--- src/rtl/mesi_chk_pkg.sv ---
// Shared definitions for the MESI main-bus coherence checker.
//  - main-bus command encodings
//  - shadow_entry_t: one shadow-table line {valid, addr, data}. Fields are sized
//    to the widest supported bus; narrower buses are zero-extended on entry so
//    every stored bit stays meaningful in comparisons.
package mesi_chk_pkg;

  localparam int SHADOW_ADDR_W = 64;
  localparam int SHADOW_DATA_W = 64;

  localparam logic [2:0] MBUS_CMD_NOP      = 3'd0;
  localparam logic [2:0] MBUS_CMD_WR       = 3'd1;
  localparam logic [2:0] MBUS_CMD_RD       = 3'd2;
  localparam logic [2:0] MBUS_CMD_WR_BROAD = 3'd3;
  localparam logic [2:0] MBUS_CMD_RD_BROAD = 3'd4;

  typedef struct packed {
    logic                     valid;
    logic [SHADOW_ADDR_W-1:0] addr;
    logic [SHADOW_DATA_W-1:0] data;
  } shadow_entry_t;

endpackage

--- src/rtl/mesi_chk_shadow_tbl.sv ---
// Fully-associative shadow table of recently written lines.
// Ports:
//  clk, rst       clock, synchronous active-high reset
//  addr           lookup / write address (combinational lookup)
//  wr_en          write this cycle: overwrite on hit, else allocate at replace ptr
//  wr_data        data to store
//  hit, rd_data   lookup result for addr (rd_data zero-extended, 0 on miss)
// Updates become visible on the cycle after wr_en.
module mesi_chk_shadow_tbl
  import mesi_chk_pkg::*;
#(
  parameter int ADDR_WIDTH  = 32,
  parameter int DATA_WIDTH  = 32,
  parameter int TRACK_DEPTH = 8
) (
  input  logic                     clk,
  input  logic                     rst,
  input  logic [ADDR_WIDTH-1:0]    addr,
  input  logic                     wr_en,
  input  logic [DATA_WIDTH-1:0]    wr_data,
  output logic                     hit,
  output logic [SHADOW_DATA_W-1:0] rd_data
);

  localparam int PW = (TRACK_DEPTH > 1) ? $clog2(TRACK_DEPTH) : 1;

  shadow_entry_t           tbl [TRACK_DEPTH];
  logic [PW-1:0]           ptr;
  logic [PW-1:0]           hit_idx;
  logic [SHADOW_ADDR_W-1:0] key;

  assign key = SHADOW_ADDR_W'(addr);

  // Entries never hold duplicate addresses, so the first match is the only one.
  always_comb begin
    hit     = 1'b0;
    hit_idx = '0;
    rd_data = '0;
    for (int i = TRACK_DEPTH - 1; i >= 0; i--) begin
      if (tbl[i].valid && tbl[i].addr == key) begin
        hit     = 1'b1;
        hit_idx = PW'(i);
        rd_data = tbl[i].data;
      end
    end
  end

  // TRACK_DEPTH is a power of two, so the pointer wraps naturally.
  always_ff @(posedge clk) begin
    if (rst) begin
      ptr <= '0;
      for (int i = 0; i < TRACK_DEPTH; i++) tbl[i] <= '0;
    end else if (wr_en) begin
      if (hit) begin
        tbl[hit_idx].data <= SHADOW_DATA_W'(wr_data);
      end else begin
        tbl[ptr] <= '{valid: 1'b1, addr: key, data: SHADOW_DATA_W'(wr_data)};
        ptr      <= ptr + 1'b1;
      end
    end
  end

endmodule

--- config.mk ---
export PLATFORM = sky130hd
export DESIGN_NAME = mesi_chk_shadow_tbl
export DESIGN_NICKNAME = d
export VERILOG_FILES = /design/src/rtl/mesi_chk_pkg.sv /design/src/rtl/mesi_chk_shadow_tbl.sv
export SDC_FILE = /design/constraint.sdc
export NUM_CORES = 1
export LEC_CHECK = 0
export ABC_AREA = 0
export BUFFER_PORTS_ARGS = -buffer_cell sky130_fd_sc_hd__buf_2
export CAP_MARGIN = 30
export CORE_ASPECT_RATIO = 2
export CORE_MARGIN = 2
export CORE_UTILIZATION = 40
export CTS_BUF_LIST = sky130_fd_sc_hd__clkbuf_4 sky130_fd_sc_hd__clkbuf_8 sky130_fd_sc_hd__clkbuf_16
export DETAILED_ROUTE_END_ITERATION = 7
export GPL_ROUTABILITY_DRIVEN = 0
export GPL_TIMING_DRIVEN = 0
export PLACE_DENSITY = 0.58
export SYNTH_ARGS = -nofsm -noshare
export SYNTH_HDL_FRONTEND = slang
export SYNTH_SLANG_ARGS = --single-unit
--- constraint.sdc ---
create_clock -name clk -period 7.21 [get_ports clk]
set_input_delay 1.442 -clock clk [delete_from_list [all_inputs] [get_ports clk]]
set_output_delay 1.442 -clock clk [all_outputs]
set_load 0.005 [all_outputs]
==> out/qor.yml, run 1 <==
worst_setup_path:
  crit_required_ns: 5.77
  worstSetupPathType: "input port to output pin"
  arrival_ns: 5.58
  startpoint_type: "input port"
  crit_path_frequent_cell: "buf_2"
  reg2regPathDepth: 9
  r2r-start: "tbl[1][43]"
  r2r_setup_slack_ns: 2.14
  cpMaxStageDelayCell: "clkdlybuf4s15_1"
  r2r_end: "tbl[4][3]"
  crit_chain: "buf_2 -> clkbuf_1 -> xor2_1 -> nor4_1 -> nand4_1 -> nor3_1 -> buf_2 -> or3_1 -> clkdlybuf4s15_1 -> o221ai_1 -> buf_2"
  critPathTopFamily: "buffers and inverters"
  crit_path_max_incr_delay_ns: 0.71
  worstSetupEndpointType: "output pin"
  path_max_fanout: 10
  path_buf_inv: 5
synth:
  synthCells: 2067
  synth_edf_count: 520
  yosysTopAreaCellShare: 0.604
  synth_compound_area_frac: 0.0597
  syn_area_mm2: 0.0259
  synthMuxAreaShare: 0.000387
  ys_seq_area_frac: 0.606
  synth_top_family_by_area: "simple AND/OR/NAND/NOR gates"
  synth.distinct_cells: 57
  synth-warning-count: 0
  async_reset_ff_frac: 0
  yosys.area_share.adder: 0.000484
  synth-simple-area-share: 0.199
  synth_ff_type: "edfxtp_1"
  syn_area_per_cell_um2: 12.5
  synth.largest_area_cell: "edfxtp_1"
  yosys-top-cells-area: "edfxtp_1 (60%), and2_1 (12%), xor2_1 (6.2%), xnor2_1 (2.5%), nor4_1 (1.8%)"
  ys_ff_latch: 523
  synthXorXnorAreaFrac: 0.0873
placement:
  placed_cells: 2970
  dpl.hpwl_mm: 58.7
  io_buffers: 67
  pre_cts_ws_ns: 0.0551
timing:
  drv_slew: 0
  grt_setup_unrepaired: "no"
  holdWs_ns: 0.628
  worst_pin_slew_ns: 1.03
  setup_tns_ns: 0
  setup_slack_ns: 0.186
  fin_crit_ns: 7.02
  skew_ns: 0.0296
  setup_viol: 0
  fmax_ghz: 0.142
  finalCritPeriodShare: 0.974
  hold_viol_final: 0
  max_slew_margin: 0.310
clock_network:
  cts_buffers: 49
  clock_sinks: 523
  root_buffer: "clkbuf_16"
  clk_pin_slew_ns: 0.06
  tritoncts: "done"
  cts_buffer_depth: 3
  ctsHoldBuffers: 0
  clk_latency_ns: 0.60
  htree_levels: 2
pwr:
  p_total_mw: 6.67
  leakage_nw: 10.9
  irDropWorstVdd_v: 0.000205
  powerDensity_mw_per_mm2: 230
floorplan:
  die-width_um: 184
  io_pins: 132
  initial_utilization: 0.405
  row_count: 131
  die_area_mm2: 0.0669
  die_h_um: 364
  fp.coreArea_mm2: 0.0639
detailed_routing:
  dr_total_vias: 16390
  viasPerCell: 5.36
  ant_nets: 0
  drt_wl_total_mm: 78.9
  drc: 0
  wl_per_cell_um: 25.8
  drt_iter0_markers: 1087
  first_pass_iters: 5
cells_and_area:
  area_delta_synth_final_pct: 12.3
  nFillCells: 5925
  finalNonFillerCells: 3060
  final_common_cell: "edfxtp_1"
  mostFrequentLayoutCells: "edfxtp_1 (520), and2_1 (512), xor2_1 (183)"
  drive_above_1_share: 0.143
  finalNetCount: 2291
hold_path:
  whs_path_depth: 2
  hold_start: "ptr[0]"
  holdPathEnd: "ptr[0]"
  hold_path_class: "register to register"
grt:
  grt_pass1_vias: 17335
  grt_max_degree: 34
  grtUsageMet2: 0.462
  grt.total_usage: 0.237
  antenna_found_initial: 4
  use_met1: 0.214
  use_met3: 0.0298
  busiest_layer: "met2"
  grt_pass1_wl_mm: 113
  grt-ovfl-total: 0
run_status:
  status: "finished clean"
flow_run:
  cap_violations: 0
==> area by class of cell <==
class	count	area, µm²	share of cell area
Sequential cell	523	15700	0.540
Multi-Input combinational cell	1328	9090	0.313
Clock buffer	60	1340	0.0463
Buffer	213	1110	0.0381
Tap cell	798	998	0.0344
Timing Repair Buffer	74	420	0.0145
Clock inverter	28	280	0.00965
Inverter	34	128	0.00439
Antenna cell	2	5.00	0.000172
==> per-stage QoR <==
step,area [µm²],utilization
finish,29000,0.454
floorplan,26000,-
global route,29000,0.454
CTS,29000,0.454
global placement,27300,0.427
detailed placement,27400,0.429
==> routing by layer <==
metal,part of all wire,vias up
li1,-,7543
met2,0.56,530
met5,0.00022,-
met3,0.040,226
met1,0.31,8087
met4,0.091,4
==> logic make-up after synthesis <==
family                   after synthesis
adder cells (fa/ha/maj)                1
buffers and inverters                247
AO/OA/AOI/OAI                        183
AND/OR/NAND/NOR                      853
multiplexers                           1
other                                  1
flip-flops                           523
XOR/XNOR                             258
==> state kept, by name (all words and copies together), names as in the netlist <==
name	cells
tbl	520
ptr	3
==> worst max path at each step <==
stage | start | end | slack (ns) | depth (start not counted)
after global routing | addr[5] | rd_data[23] | 0.007 | 13
after floorplan | addr[23] | rd_data[10] | 1.92 | 11
final | addr[31] | rd_data[10] | 0.19 | 11
after CTS | addr[31] | rd_data[10] | 0.19 | 11
after detailed placement | addr[30] | rd_data[23] | 0.06 | 13
after global placement | addr[30] | rd_data[22] | -0.44 | 12
==> power breakdown <==
part	internal (mW)	total, mW	switching (mW)
Clock	1.51	2.68	1.17
Sequential	3.48	3.52	0.0475
Combinational	0.137	0.472	0.335
==> synthesized netlist by cell type (all sizes together), types with 2 or more instances <==
cell / number
and2: 513
a31oi: 2
and3: 3
o221ai: 30
nor3: 10
nand2: 72
nor4: 80
dfxtp: 3
nor2b: 3
xor2: 183
o22ai: 2
or4: 3
or2: 18
o21ai: 2
a21o: 33
or3: 3
inv: 34
nor4b: 5
a2111oi: 2
o211ai: 31
nand4: 52
clkbuf: 81
a2bb2oi: 30
xnor2: 75
nor3b: 2
edfxtp: 520
nor2: 39
buf: 132
nand2b: 2
nand3: 47
a21oi: 8
a211oi: 36
==> tightest hold or removal path: stages (launching register included) <==
cell     delay, ns
dfxtp_1       0.36
xor2_1        0.17
nor2_1        0.05
==> what timing repair did <==
| action | in CTS | in global routing |
|---|---|---|
| cloned | 0 | 0 |
| endpoints found under the setup margin | 1 | 1 |
| resized for setup | 1 | 2 |
| setup buffers | 0 | 0 |
Power figures use the tool's default switching activity.
==> run 2, diff against run 1 <==
--- a/config.mk
+++ b/config.mk
@@ -15,7 +15,6 @@
 export DETAILED_ROUTE_END_ITERATION = 7
 export GPL_ROUTABILITY_DRIVEN = 0
 export GPL_TIMING_DRIVEN = 0
-export PLACE_DENSITY = 0.58
 export SYNTH_ARGS = -nofsm -noshare
 export SYNTH_HDL_FRONTEND = slang
 export SYNTH_SLANG_ARGS = --single-unit
==> run 2 against run 1 <==
Net effect: sequential power is essentially flat; critical path type unchanged; count of clock-buffer cells in the layout grew 2; design area shrank 0.38%; largest power group unchanged; via count grew 0.51%; total power shrank 2.2%; global-route usage shrank 0.48 points; critical path depth is the same.
==> out/qor.yml, run 2 (synthesis gave the netlist of run 1 again) <==
grt:
  busiest_layer: "met2"
  antenna_found_initial: 2
  grt_pass1_wl_mm: 111
  use_met1: 0.212
  grtUsageMet2: 0.453
  grt_pass1_vias: 17077
  use_met3: 0.0273
  grt.total_usage: 0.232
  grt_max_degree: 34
  grt-ovfl-total: 0
floorplan:
  die_area_mm2: 0.0669
  io_pins: 132
  die_h_um: 364
  initial_utilization: 0.405
  die-width_um: 184
  row_count: 131
  fp.coreArea_mm2: 0.0639
timing:
  max_slew_margin: 0.285
  worst_pin_slew_ns: 1.06
  skew_ns: 0.0308
  setup_slack_ns: 0.00816
  setup_viol: 0
  grt_setup_unrepaired: "no"
  drv_slew: 0
  fin_crit_ns: 7.20
  finalCritPeriodShare: 0.999
  fmax_ghz: 0.139
  hold_viol_final: 0
placement:
  dpl.hpwl_mm: 57.8
  io_buffers: 67
  pre_cts_ws_ns: -0.428
worst_setup_path:
  crit_required_ns: 5.77
  path_max_fanout: 10
  startpoint_type: "input port"
  arrival_ns: 5.76
  worstSetupEndpointType: "output pin"
  r2r-start: "tbl[1][43]"
  startpoint: "addr[31]"
  worstSetupPathType: "input port to output pin"
detailed_routing:
  viasPerCell: 5.39
  drt_iter0_markers: 1164
  ant_nets: 0
  drt_wl_total_mm: 77.7
  dr_total_vias: 16473
  drc: 0
  wl_per_cell_um: 25.4
  first_pass_iters: 5
clock_network:
  ctsHoldBuffers: 0
  cts_buffer_depth: 3
  root_buffer: "clkbuf_16"
  clock_sinks: 523
  clk_latency_ns: 0.60
  cts_buffers: 48
  tritoncts: "done"
  clk_pin_slew_ns: 0.06
  htree_levels: 2
pwr:
  irDropWorstVdd_v: 0.000217
  powerDensity_mw_per_mm2: 226
  leakage_nw: 10.9
cells_and_area:
  final_core_util: 0.453
  nFillCells: 5838
  area_delta_synth_final_pct: 11.9
  final_common_cell: "edfxtp_1"
  finalNetCount: 2289
  drive_above_1_share: 0.140
  mostFrequentLayoutCells: "edfxtp_1 (520), and2_1 (512), xor2_1 (183)"
  reg_top3: "tbl (520), ptr (3)"
  regMostFlops: "tbl"
  largest_reg_flops: 520
hold_path:
  hold_start: "ptr[0]"
  hold_path_class: "register to register"
flow_run:
  cap_violations: 0
run_status:
  status: "finished clean"
[run 2: cell types whose count changed in the layout (fill, tap and decap cells not counted), sizes merged]
cell | previous run | this run
bufinv | 5 | 3
buf | 206 | 205
clkdlybuf4s15 | 1 | 0
clkbuf | 140 | 143
clkinvlp | 5 | 3
clkinv | 16 | 14
inv | 36 | 37
[run 2: per-layer routing]
layer | share of wire | up-vias
met1 | 0.31 | 8130
met5 | 0 | -
met2 | 0.55 | 563
li1 | - | 7548
met3 | 0.042 | 232
met4 | 0.092 | 0
[run 2: area by class of cell]
cell class / count / area (µm²) / area share
Antenna cell: 2 / 5.00 / 0.000173
Tap cell: 798 / 998 / 0.0345
Sequential cell: 523 / 15700 / 0.542
Clock inverter: 23 / 194 / 0.00670
Inverter: 34 / 128 / 0.00441
Buffer: 213 / 1100 / 0.0381
Timing Repair Buffer: 73 / 413 / 0.0143
Multi-Input combinational cell: 1328 / 9100 / 0.314
Clock buffer: 62 / 1320 / 0.0457
[run 2: final timing paths]
check	to	slack, ns	cells after the start
worst max-delay path	rd_data[9]	0.008	11
worst min-delay path	ptr[0]	0.63	2
worst max register to register	tbl[4][6]	2.32	9
worst min register to register	ptr[0]	0.63	2
[run 2: critical path, cell delays in order]
cell	delay (ns)
buf_2	0.29
clkbuf_1	0.67
xor2_1	0.14
nor4_1	0.46
nand4_1	0.22
nor3_1	0.65
buf_2	0.37
or3_1	0.20
clkbuf_1	0.70
o221ai_1	0.38
buf_2	0.22
[run 2: power by group]
part           internal [mW]  switching (mW)
sequential              3.48          0.0478
clock                   1.40            1.13
combinational          0.137           0.333
total                   5.02            1.51
[run 2: repair_timing]
| item | 4_1_cts | 5_1_grt |
|---|---|---|
| endpoints found under the setup margin | 26 | 7 |
| pin swaps | 0 | 0 |
| setup buffers | 0 | 0 |
| gates resized for setup | 2 | 2 |
[run 2: through the flow]
stage	area (µm²)	hold WS, ns	instances	total power [mW]	TNS, ns
5_1_grt	28900	0.657	3054	6.69	0
6_report	28900	0.630	3056	6.53	0
2_1_floorplan	26000	0.558	2098	3.84	0
3_5_place_dp	27400	0.609	2969	4.06	-6.56
4_1_cts	28900	0.627	3054	6.55	0
3_3_place_gp	27300	0.598	2963	4.04	-7.48
